<file path="src/rtl/jdequant_rle.sv">
// Expands run-length coefficient tokens into 64 dequantized coefficients per block, in zigzag order.
// One-entry output register: 1-cycle accept-to-output latency, full rate when downstream is ready.
module jdequant_rle #(
  parameter int AW = 12,
  parameter int QW = 8,
  parameter int DW = 16
) (
  input  logic          clock,
  input  logic          reset,
  input  logic [15:0]   rlS_d,
  input  logic          rlS_e,
  input  logic          rlS_v,
  output logic          rlS_b,
  input  logic          q_we,
  input  logic [5:0]    q_addr,
  input  logic [QW-1:0] q_data,
  output logic [DW-1:0] ruS_d,
  output logic          ruS_e,
  output logic          ruS_v,
  input  logic          ruS_b,
  output logic          blk_done,
  output logic          err
);

  localparam int PW = AW + QW + 1;

  localparam logic [2:0] ST_ACCEPT  = 3'd0;
  localparam logic [2:0] ST_ZFILL   = 3'd1;
  localparam logic [2:0] ST_EMIT    = 3'd2;
  localparam logic [2:0] ST_EOBFILL = 3'd3;
  localparam logic [2:0] ST_EOS     = 3'd4;

  localparam logic signed [PW-1:0] SAT_HI = {{(PW-DW+1){1'b0}}, {(DW-1){1'b1}}};
  localparam logic signed [PW-1:0] SAT_LO = {{(PW-DW+1){1'b1}}, {(DW-1){1'b0}}};

  logic [2:0]    state_q, state_d;
  logic [5:0]    k_q, k_d;
  logic [3:0]    cnt_q, cnt_d;
  logic [AW-1:0] amp_q, amp_d;
  logic          amp_vld_q, amp_vld_d;
  logic          pend_eos_q, pend_eos_d;
  logic          eos_ld_q, eos_ld_d;
  logic          err_q, err_d;

  logic [DW-1:0] out_d_q;
  logic          out_e_q;
  logic          out_v_q;
  logic          out_last_q;
  logic          blk_done_q;

  logic [QW-1:0] qtab_q [64];

  logic          can_load;
  logic          out_xfer;
  logic          acc_ok;
  logic          tok_acc;
  logic [3:0]    tok_run;
  logic [AW-1:0] tok_amp;

  logic          ld;
  logic          ld_e;
  logic          ld_zero;
  logic [AW-1:0] amp_sel;
  logic signed [PW-1:0] amp_x;
  logic signed [PW-1:0] q_x;
  logic signed [PW-1:0] prod;
  logic [DW-1:0] coef;

  assign out_xfer = out_v_q & ~ruS_b;
  assign can_load = ~out_v_q | ~ruS_b;
  assign acc_ok   = (state_q == ST_ACCEPT) & can_load;
  assign rlS_b    = reset | ~acc_ok;
  assign tok_acc  = rlS_v & acc_ok;
  assign tok_run  = rlS_d[15:12];
  assign tok_amp  = rlS_d[AW-1:0];

  assign ruS_d    = out_d_q;
  assign ruS_e    = out_e_q;
  assign ruS_v    = out_v_q;
  assign blk_done = blk_done_q;
  assign err      = err_q;

  // Signed amplitude times unsigned table entry, clamped to the output range.
  always_comb begin
    amp_x = {{(PW-AW){amp_sel[AW-1]}}, amp_sel};
    q_x   = {{(PW-QW){1'b0}}, qtab_q[k_q]};
    prod  = amp_x * q_x;
    if (prod > SAT_HI) begin
      coef = SAT_HI[DW-1:0];
    end else if (prod < SAT_LO) begin
      coef = SAT_LO[DW-1:0];
    end else begin
      coef = prod[DW-1:0];
    end
  end

  always_comb begin
    state_d    = state_q;
    k_d        = k_q;
    cnt_d      = cnt_q;
    amp_d      = amp_q;
    amp_vld_d  = amp_vld_q;
    pend_eos_d = pend_eos_q;
    eos_ld_d   = eos_ld_q;
    err_d      = err_q;
    ld         = 1'b0;
    ld_e       = 1'b0;
    ld_zero    = 1'b1;
    amp_sel    = amp_q;

    case (state_q)
      ST_ACCEPT: begin
        amp_sel = tok_amp;
        if (tok_acc) begin
          if (rlS_e) begin
            if (k_q == 6'd0) begin
              ld       = 1'b1;
              ld_e     = 1'b1;
              eos_ld_d = 1'b1;
              state_d  = ST_EOS;
            end else begin
              pend_eos_d = 1'b1;
              state_d    = ST_EOBFILL;
            end
          end else if (tok_amp == '0) begin
            if (tok_run == 4'd0) begin
              if (k_q != 6'd0) begin
                ld = 1'b1;
                if (k_q != 6'd63) state_d = ST_EOBFILL;
              end
            end else begin
              ld        = 1'b1;
              amp_vld_d = 1'b0;
              if (k_q == 6'd63) begin
                err_d = 1'b1;
              end else begin
                cnt_d   = tok_run;
                state_d = ST_ZFILL;
              end
            end
          end else if (tok_run == 4'd0) begin
            ld      = 1'b1;
            ld_zero = 1'b0;
          end else begin
            ld = 1'b1;
            // A run starting at k=63 cannot place its amplitude in this block.
            if (k_q == 6'd63) begin
              err_d     = 1'b1;
              amp_vld_d = 1'b0;
            end else begin
              amp_d     = tok_amp;
              amp_vld_d = 1'b1;
              cnt_d     = tok_run - 4'd1;
              state_d   = (tok_run == 4'd1) ? ST_EMIT : ST_ZFILL;
            end
          end
        end
      end

      ST_ZFILL: begin
        if (can_load) begin
          ld    = 1'b1;
          cnt_d = cnt_q - 4'd1;
          if (k_q == 6'd63) begin
            if ((cnt_q != 4'd1) || amp_vld_q) err_d = 1'b1;
            amp_vld_d = 1'b0;
            state_d   = ST_ACCEPT;
          end else if (cnt_q == 4'd1) begin
            state_d = amp_vld_q ? ST_EMIT : ST_ACCEPT;
          end
        end
      end

      ST_EMIT: begin
        if (can_load) begin
          ld        = 1'b1;
          ld_zero   = 1'b0;
          amp_vld_d = 1'b0;
          state_d   = ST_ACCEPT;
        end
      end

      ST_EOBFILL: begin
        if (can_load) begin
          ld = 1'b1;
          if (k_q == 6'd63) begin
            state_d    = pend_eos_q ? ST_EOS : ST_ACCEPT;
            pend_eos_d = 1'b0;
            eos_ld_d   = 1'b0;
          end
        end
      end

      ST_EOS: begin
        if (!eos_ld_q) begin
          if (can_load) begin
            ld       = 1'b1;
            ld_e     = 1'b1;
            eos_ld_d = 1'b1;
          end
        end else if (out_xfer) begin
          eos_ld_d = 1'b0;
          state_d  = ST_ACCEPT;
        end
      end

      default: state_d = ST_ACCEPT;
    endcase

    if (ld && !ld_e) k_d = k_q + 6'd1;
  end

  always_ff @(posedge clock or posedge reset) begin
    if (reset) begin
      state_q    <= ST_ACCEPT;
      k_q        <= '0;
      cnt_q      <= '0;
      amp_q      <= '0;
      amp_vld_q  <= 1'b0;
      pend_eos_q <= 1'b0;
      eos_ld_q   <= 1'b0;
      err_q      <= 1'b0;
    end else begin
      state_q    <= state_d;
      k_q        <= k_d;
      cnt_q      <= cnt_d;
      amp_q      <= amp_d;
      amp_vld_q  <= amp_vld_d;
      pend_eos_q <= pend_eos_d;
      eos_ld_q   <= eos_ld_d;
      err_q      <= err_d;
    end
  end

  always_ff @(posedge clock or posedge reset) begin
    if (reset) begin
      out_d_q    <= '0;
      out_e_q    <= 1'b0;
      out_v_q    <= 1'b0;
      out_last_q <= 1'b0;
      blk_done_q <= 1'b0;
    end else begin
      blk_done_q <= out_xfer & out_last_q;
      if (ld) begin
        out_d_q    <= ld_zero ? '0 : coef;
        out_e_q    <= ld_e;
        out_v_q    <= 1'b1;
        out_last_q <= ~ld_e & (k_q == 6'd63);
      end else if (out_xfer) begin
        out_e_q    <= 1'b0;
        out_v_q    <= 1'b0;
        out_last_q <= 1'b0;
      end
    end
  end

  always_ff @(posedge clock or posedge reset) begin
    if (reset) begin
      for (int i = 0; i < 64; i++) qtab_q[i] <= QW'(1);
    end else if (q_we) begin
      qtab_q[q_addr] <= q_data;
    end
  end

endmodule
</file>
<file path="config.mk">
export PLATFORM = sky130hd
export DESIGN_NAME = jdequant_rle
export DESIGN_NICKNAME = d
export VERILOG_FILES = /design/src/rtl/jdequant_rle.sv
export SDC_FILE = /design/constraint.sdc
export NUM_CORES = 1
export LEC_CHECK = 0
export CAP_MARGIN = 5
export CORE_ASPECT_RATIO = 1.4
export CORE_UTILIZATION = 28
export DETAILED_ROUTE_END_ITERATION = 8
export GPL_ROUTABILITY_DRIVEN = 0
export MAX_ROUTING_LAYER = met4
export PLACE_DENSITY = 0.52
export SYNTH_ARGS = -nofsm -noshare
export SYNTH_HDL_FRONTEND = slang
export SYNTH_SLANG_ARGS = --single-unit
export TNS_END_PERCENT = 10
</file>
<file path="constraint.sdc">
create_clock -name clock -period 22.3 [get_ports clock]
set_clock_uncertainty 0.1 [all_clocks]
set_input_delay 4.46 -clock clock [delete_from_list [all_inputs] [get_ports clock]]
set_output_delay 4.46 -clock clock [all_outputs]
set_load 0.05 [all_outputs]
</file>
==> impl_results.md, run 1 <==
- Mux contribution to synthesized area: 33.1%
- Clock period minus worst slack: 10.84 ns
- Clk root buf: clkbuf_16
- Most common cell after layout, fill and taps aside: mux2_2
- Inserted Clock Buffers: 55
- GRT Overall Usage: 14.6%
- Core Area: 104,000 µm²
- Post-CTS Resized: 0
- M1 GR Usage: 16.7%
- Sequential cell area fraction in the yosys report: 47.7%
- Synth Instances: 2,106
- Final ANT Viol Nets: 0
- CTS Hold Bufs: 0
- Starting Density: 28.3%
- Max Clk Rate: 92.3 MHz
- Synth Area in Adders: 7.31%
- WL per Instance: 21.3 µm
- I/O pin count: 57
- Max-cap viol count: 0
- Mean Syn Cell Area: 14.0 µm²
- Syn Nets: 2,268
- Filler instances: 10.4k
- Top_reg_cell synth: dfrtp_1
- Initial antenna violation count: 1
- Clock buffer depth: 3
- Pin count of the biggest net entering global routing: 167
- Slew @ Worst Pin: 1.28 ns
- Htree depth: 2
- Area fraction of the dominant cell type after synthesis: 42.0%
- Worst EP required: 17.74 ns
- RSZ-0062 raised after global routing: no
- Met3 Track Usage GR: 1.62%
- Fin nets: 2,276
- Post-synth ARST share: 100%
- Hold WC Path Type: reg -> reg
- Area fraction in compound gates after synthesis: 2.65%
- Die X: 277 µm
- Slew headroom: 14.6%
- First DRT Iteration DRCs: 858
- First-pass GRT wire length: 117,000 µm
- EDFF count, synth: 0
- Most used routing layer: met2
- Total die area: 107,000 µm²
- Most frequent cells in the layout: 532 x mux2_2, 493 x dfrtp_1, 159 x mux4_2, 130 x inv_1, 112 x nor2_1
- Setup crit end kind: output port
- Drt pass-1 iters: 5
- Seq. cell area: 14,100 µm²
- Max Fanout on Critical Path: 3
- Crit path DAT: 6.28 ns
- Synth area leaders: dfrtp_1 42%, mux2_2 20%, mux4_2 12%
- Grt ovf: 0
- Clk slew on worst S/H paths: 0.06 ns
- Core Rows: 140
- GRT met2 Usage: 26.5%
- Final wirelength: 74,900 µm
- Startpoint types: input pin
- Final Hold Fails: 0
- Main combinational cell family by area after synthesis: multiplexers
- Fraction of layout cells with a size suffix above 1: 42.3%
- Setup Fix Bufs, Post-CTS: 0
- Vias per std cell: 4.90
- Critical path class: in -> out
- Die height: 387 µm
- Slew Viols, Final: 0
- Status: finished, final reports clean
- DR vias: 17.2k
- # clock sinks: 561
- Clock Latency Late Sink: 0.63 ns
- Setup TNS: 0 ns
- Final HPWL DP: 50,400 µm
- TritonCTS clock tree: built
- # DRC: 0
- Top cell type by total area after synthesis: dfrtp_1
- Hold slack: 0.369 ns
- Layout area overhead: 12.6%
- #FFs+latches synth: 561
- Synth unique cells: 60
- Cell area after synthesis: 29,600 µm²
- Multi-input logic area: 14,400 µm²
- Post-Synth XOR/XNOR Area: 0.829%
- Yosys warning count: 0
- Final Setup Violations: 0
- Final period util: 48.6%
- # port buffers: 56
- Vias in the first global route: 19.0k
- Post-Synth Simple-Gate Area: 4.94%
## final cells by class
class / instances / share of cell area (%)
multi-input combinational: 1281 / 43.3
tap: 1349 / 5.07
antenna: 1 / 0.00751
clock inverter: 21 / 0.608
timing repair buffer: 84 / 2.27
inverter: 131 / 1.49
sequential: 561 / 42.4
clock buffer: 83 / 4.81
## flip-flops by register name, indices dropped and copies added, names as in the netlist
register    cells
out_last_q      1
k_q             6
cnt_q           4
ruS_v           1
amp_q          12
ruS_d          16
eos_ld_q        1
ruS_e           1
pend_eos_q      1
amp_vld_q       1
qtab_q        512
blk_done        1
state_q         3
err             1
## layer usage
| layer | share of wire (%) | up-vias | routed length [µm] |
|---|---|---|---|
| met5 | 0 | - | 0 |
| met4 | 3.1 | 0 | 2320 |
| met3 | 2.4 | 101 | 1810 |
| met2 | 54 | 239 | 40600 |
| met1 | 40 | 9294 | 30200 |
| li1 | - | 7553 | - |
## kinds of logic (layout without fill, tap and decap cells)
kind of cell    after synthesis  count (layout)
simple gates                303             303
flops                       561             561
xor+xnor                     28              28
mux                         712             712
buf+inv                     264             319
compound gates              112             112
other cells                   0               1
fa+ha+maj                   126             126
## path summary, 6_finish.rpt
check | start | end | slack [ns] | cells after the start
worst max-delay path | reset | rlS_b | 11.46 | 4
worst min-delay path | err | err | 0.37 | 1
worst max register to register | k_q[1] | ruS_d[13] | 12.80 | 23
worst min register to register | err | err | 0.37 | 1
max in group asynchronous | reset | qtab_q[221] | 16.05 | 4
min in group asynchronous | reset | amp_q[1] | 4.47 | 3
## Yosys cell counts, types with 4 or more instances
| library cell | count |
|---|---|
| a21oi_1 | 25 |
| and3_1 | 5 |
| o21ai_0 | 18 |
| dfrtp_1 | 497 |
| xnor2_1 | 23 |
| clkbuf_1 | 97 |
| nor4_1 | 6 |
| nor2_1 | 112 |
| a21o_1 | 5 |
| nor3_1 | 9 |
| a211oi_1 | 4 |
| or2_2 | 21 |
| ha_1 | 48 |
| buf_1 | 12 |
| inv_1 | 131 |
| nand4_1 | 6 |
| nand2_1 | 63 |
| o22ai_1 | 4 |
| nor2b_1 | 12 |
| nand2b_1 | 26 |
| o211ai_1 | 9 |
| o21ai_1 | 5 |
| dfstp_2 | 64 |
| mux2_2 | 532 |
| buf_2 | 23 |
| mux4_2 | 159 |
| xor2_1 | 5 |
| nand3_1 | 18 |
| mux2i_1 | 21 |
| nor3b_1 | 5 |
| nand3b_1 | 5 |
| fa_1 | 78 |
| a221o_1 | 16 |
## worst max-delay path, stage by stage
cell and delay, ns:
clkdlybuf4s50_1 0.51, clkinvlp_4 0.29, nand3_1 0.18, clkdlybuf4s50_1 0.82
## metrics by stage
stage / instances / area [µm²] / setup WS [ns] / util [%]
2_1_floorplan: 2106 / 29600 / 2.53 / -
3_3_place_gp: 3406 / 31500 / 11.25 / 30.2
6_report: 3511 / 33300 / 11.46 / 31.9
5_1_grt: 3511 / 33300 / 11.38 / 31.9
4_1_cts: 3510 / 33300 / 11.36 / 31.9
3_5_place_dp: 3406 / 31500 / 11.20 / 30.2
Power of run 1 is not shown: default switching activity piles up to over one toggle a cycle in this logic, so the estimate is an artifact.
==> inputs of run 2 (changes only) <==
Clock period 22.3 ns to 10.74 ns, I/O delays scaled along.
==> run 2 against run 1 <==
Net effect: register-to-register slack worse by 11 ns; routed wire length increased by 1.0%; via count is 0.15% higher; critical path depth rose by 18; die area did not move; cell count is 0.17% higher; final area grew 0.87%; hold slack improved by 0.019 ns; global-route usage up 0.17 points; critical path type is now reg -> reg; critical endpoint is now ruS_d[4]; largest cell class unchanged.
==> impl_results.md, run 2 (synthesized netlist as in run 1, its figures left out) <==
- Status: finished, final reports clean
- Initial antenna violation count: 2
- Clock Latency Late Sink: 0.65 ns
- Slew Viols, Final: 0
- Startpoint types: register
- Grt ovf: 0
- Clk slew on worst S/H paths: 0.06 ns
- TritonCTS clock tree: built
- I/O pin count: 57
- Worst r2r src: k_q[0]
- R2r setup slk: 1.71 ns
- CTS Hold Bufs: 0
- GRT Overall Usage: 14.8%
- Htree depth: 2
- WL per Instance: 21.5 µm
- Vias per std cell: 4.89
- # clock sinks: 561
- Final HPWL DP: 51,800 µm
- Die X: 277 µm
- Multi-input logic area: 14,400 µm²
- Max layer used: met4
- RSZ-0062 raised after global routing: no
- Clock period minus worst slack: 9.03 ns
- # port buffers: 56
- Vias in the first global route: 18.8k
- Post-CTS Resized: 0
- Drt pass-1 iters: 5
- Most frequent cells in the layout: 532 x mux2_2, 493 x dfrtp_1, 159 x mux4_2, 130 x inv_1, 112 x nor2_1
- Max Clk Rate: 111 MHz
- Clock buffer depth: 3
- Starting Density: 28.3%
- Post-Layout Inst Area: 33,600 µm²
- WL met2: 40,900 µm
- DR vias: 17.2k
- Setup Fix Bufs, Post-CTS: 0
- Final Hold Fails: 0
- Worst EP required: 11.16 ns
- Layout area overhead: 13.6%
- Crit path DAT: 9.45 ns
- Slew @ Worst Pin: 1.30 ns
- Hold WC Path Type: reg -> reg
- Filler instances: 10.3k
- Hold_sp: err
- Final Setup Violations: 0
- Most common cell after layout, fill and taps aside: mux2_2
- First DRT Iteration DRCs: 795
- First-pass GRT wire length: 118,000 µm
- Final ANT Viol Nets: 0
- Max reg flops: 512
- Total die area: 107,000 µm²
- Slew headroom: 13.0%
- Pin count of the biggest net entering global routing: 148
- Core Rows: 140
- Max-cap viol count: 0
- # DRC: 0
- Core Area: 104,000 µm²
- Met3 wire length: 2030 µm
- Cell area after placement: 31,600 µm²
- Clk root buf: clkbuf_16
- Setup crit end kind: register
- Final period util: 84.1%
- Fin nets: 2,281
- Final wirelength: 75,700 µm
- Met1 WL: 30,900 µm
- Seq. cell area: 14,100 µm²
- Fraction of layout cells with a size suffix above 1: 42.8%
- Die height: 387 µm
- Critical path class: reg -> reg
- Worst Setup SP: k_q[0]
- Largest register by flop count: qtab_q
- Inserted Clock Buffers: 56
- Core Util, Final: 32.2%
- Max Fanout on Critical Path: 36
-- run 2: cell types whose count changed in the layout (fill, tap and decap cells not counted), moves of 2 or more --
cell	change
clkbuf_1	-7
buf_12	+2
clkinv_4	-2
bufinv_16	+6
clkinv_16	+2
buf_4	+2
clkinvlp_4	+2
-- run 2: final cells by class --
cell class                 instances  area share, %
clock buffer                      77           4.73
sequential                       561           42.0
clock inverter                    29           1.32
multi-input combinational       1281           43.0
tap                             1349           5.02
inverter                         131           1.47
antenna                            1        0.00745
timing repair buffer              88           2.41
-- run 2: worst paths after layout --
path,end,cells past startpoint
worst max-delay path,ruS_d[4],22
worst min-delay path,err,1
worst max register to register,ruS_d[4],22
worst min register to register,err,1
max in group asynchronous,qtab_q[111],6
min in group asynchronous,amp_q[4],3
-- run 2: metrics by stage --
step / hold slack [ns] / std cells / setup WS (ns) / TNS (ns)
after floorplan: 0.366 / 2106 / -4.41 / -4.41
after global placement: 0.357 / 3410 / 1.84 / 0
after detailed placement: 0.376 / 3410 / 1.70 / 0
after CTS: 0.391 / 3516 / 1.67 / 0
after global routing: 0.405 / 3517 / 1.36 / 0
final: 0.388 / 3517 / 1.71 / 0
-- run 2: routing by layer --
metal / up-vias / track usage (%)
li1: 7575 / -
met1: 9289 / 17.0
met2: 242 / 26.9
met3: 107 / 1.80
met4: 0 / 4.03
met5: - / -
-- run 2: critical path, cell delays in order (launching register included) --
cell and delay [ns]:
dfrtp_4 0.96, buf_4 0.42, mux4_2 0.54, mux4_2 0.47
mux2_2 0.34, o21ai_1 0.81, or2_2 0.27, inv_1 0.08
fa_1 0.48, inv_1 0.05, fa_1 0.47, fa_1 0.55
inv_1 0.05, fa_1 0.48, ha_1 0.35, and3_2 0.25
a221o_1 0.35, and2_4 0.18, or3_4 0.37, or3_1 0.35
a211o_1 0.30, o31a_4 0.35, a221o_1 0.28
Power of run 2 is left out for the same reason.
==> inputs of run 3 (changes only) <==
Settings changed: PLACE_DENSITY 0.52 to 0.54.
Clock period 10.74 ns to 7.25 ns, I/O delays scaled along.
==> run 3 against run 2 <==
Net effect: the run now ends with negative setup slack left; critical path depth unchanged; sequential share of layout area shrank 1.7 points; flip-flop and latch count stayed put; via count increased by 3.4%; maximum frequency up 17%; die area stayed put; final area grew 4.2%; cell count up 4.0%; critical path type unchanged.
==> impl_results.md, run 3 (synthesized netlist as in run 1, its figures left out) <==
- Status: finished, violations left
- Failing checks: negative setup slack
- Buf/Inv on CP: 5
- Clock buffer depth: 3
- Total die area: 107,000 µm²
- Max reg flops: 512
- Layout area overhead: 18.3%
- Fin nets: 2,424
- Pin count of the biggest net entering global routing: 172
- Slew headroom: 18.5%
- WL per Instance: 20.7 µm
- Final period util: 106%
- Initial antenna violation count: 3
- # DRC: 0
- Seq. cell area: 14,100 µm²
- Most frequent cells in the layout: 529 x mux2_2, 493 x dfrtp_1, 159 x mux4_2, 133 x buf_4, 123 x inv_1
- Slew Viols, Final: 0
- Clk root buf: clkbuf_16
- CTS Hold Bufs: 0
- Setup crit end kind: register
- Final Setup Violations: 15
- Die height: 387 µm
- Core Rows: 140
- Worst path most repeated cell: fa_1
- Core Area: 104,000 µm²
- Most common cell after layout, fill and taps aside: mux2_2
- Die X: 277 µm
- Vias in the first global route: 19.7k
- Vias per std cell: 4.87
- Final ANT Viol Nets: 0
- First-pass GRT wire length: 119,000 µm
- # port buffers: 56
- Multi-input logic area: 14,600 µm²
- Starting Density: 28.3%
- DR vias: 17.8k
- I/O pin count: 57
- Largest register by flop count: qtab_q
- Max Fanout on Critical Path: 7
- Final HPWL DP: 53,000 µm
- Final Hold Fails: 0
- CP delay by family, top: adder cells
- Clock Latency Late Sink: 0.65 ns
- # clock sinks: 561
- GRT Overall Usage: 14.6%
- First DRT Iteration DRCs: 870
- Fraction of layout cells with a size suffix above 1: 47.0%
- Hold slack: 0.375 ns
- Clock period minus worst slack: 7.71 ns
- Grt ovf: 0
- Crit-path max cell delay: 0.58 ns
- Max-cap viol count: 0
- Slew @ Worst Pin: 1.22 ns
- Hold WC Path Type: reg -> reg
- Slowest CP cell: fa_1
- Inserted Clock Buffers: 55
- Worst-path cell chain: buf_12 > buf_12 > buf_16 > mux4_2 > mux4_2 > mux4_2 > nor2b_4 > fa_1 > inv_2 > fa_1 > inv_2 > fa_1 > fa_1 > ha_4 > a21o_1 > a221o_1 > and2_4 > or3_4 > or3_1 > a211o_1 > o31a_2 > a221o_1
- Final WS setup: -0.461 ns
- Drt pass-1 iters: 5
- TritonCTS clock tree: built
- Filler instances: 10.1k
- Worst EP required: 7.67 ns
- RSZ-0062 raised after global routing: yes
- Crit path DAT: 8.13 ns
- Clk slew on worst S/H paths: 0.07 ns
- Final wirelength: 75,700 µm
- Htree depth: 2
- Startpoint types: register
- Critical path class: reg -> reg
- Max Clk Rate: 130 MHz
- R2r setup slk: -0.46 ns
## run 3: cell types whose count changed in the layout (fill, tap and decap cells not counted), moves of 4 or more
| cell | previous run | this run |
|---|---|---|
| buf_12 | 4 | 21 |
| buf_4 | 28 | 133 |
| buf_6 | 0 | 15 |
| clkbuf_1 | 10 | 17 |
| clkbuf_8 | 11 | 7 |
| ha_1 | 48 | 44 |
| ha_4 | 0 | 4 |
| inv_1 | 130 | 123 |
| inv_2 | 0 | 6 |
## run 3: layout make-up
cell class	count	share of cell area (%)
flip-flops and latches	561	40.4
diodes	1	0.00715
well taps	1349	4.82
clock buffers	79	4.39
clock inverters	25	0.922
repair buffers	231	6.41
multi-input cells	1282	41.7
inverters	131	1.42
## run 3: metal layers
layer  GRT usage (%)  routed length [µm]  vias to the layer above
li1                -                   -                     7885
met1            16.4               30000                     9538
met2            26.7               41600                      270
met3            1.62                1730                      113
met4            4.99                2380                        0
met5               -                   0                        -
## run 3: worst paths after layout
kind,from,endpoint,cells past startpoint
min reg2reg,err,err,1
max in group asynchronous,reset,qtab_q[302],5
max reg2reg,k_q[0],ruS_d[14],22
min in group asynchronous,reset,amp_q[7],3
max,k_q[0],ruS_d[14],22
min,err,err,1
## run 3: worst register-to-register path: stages (launching register included)
cell and delay (ns):
dfrtp_4 0.52, buf_12 0.16, buf_12 0.12, buf_16 0.14, mux4_2 0.46, mux4_2 0.51
mux4_2 0.57, nor2b_4 0.17, fa_1 0.58, inv_2 0.06, fa_1 0.49, inv_2 0.04
fa_1 0.49, fa_1 0.57, ha_4 0.22, a21o_1 0.15, a221o_1 0.36, and2_4 0.15
or3_4 0.36, or3_1 0.38, a211o_1 0.32, o31a_2 0.41, a221o_1 0.27
## run 3: metrics by stage
step           cells  utilization [%]  setup TNS (ns)  area [µm²]  setup WS (ns)
4_1_cts         3644             33.2           -8.21       34700         -0.554
3_5_place_dp    3534             31.3           -9.19       32700         -0.630
2_1_floorplan   2106                -         -961.00       29600          -6.50
3_3_place_gp    3534             31.3           -8.29       32700         -0.554
5_1_grt         3659             33.5           -8.93       35000         -0.607
6_report        3659             33.5           -6.72       35000         -0.461
## run 3: repair_timing
item | 4_1_cts | 5_1_grt
buffers inserted | 4 | 12
setup endpoints to repair | 15 | 16
pin swaps | 0 | 29
gates cloned | 2 | 3
gates resized for setup | 7 | 51
Power of run 3 is left out for the same reason.
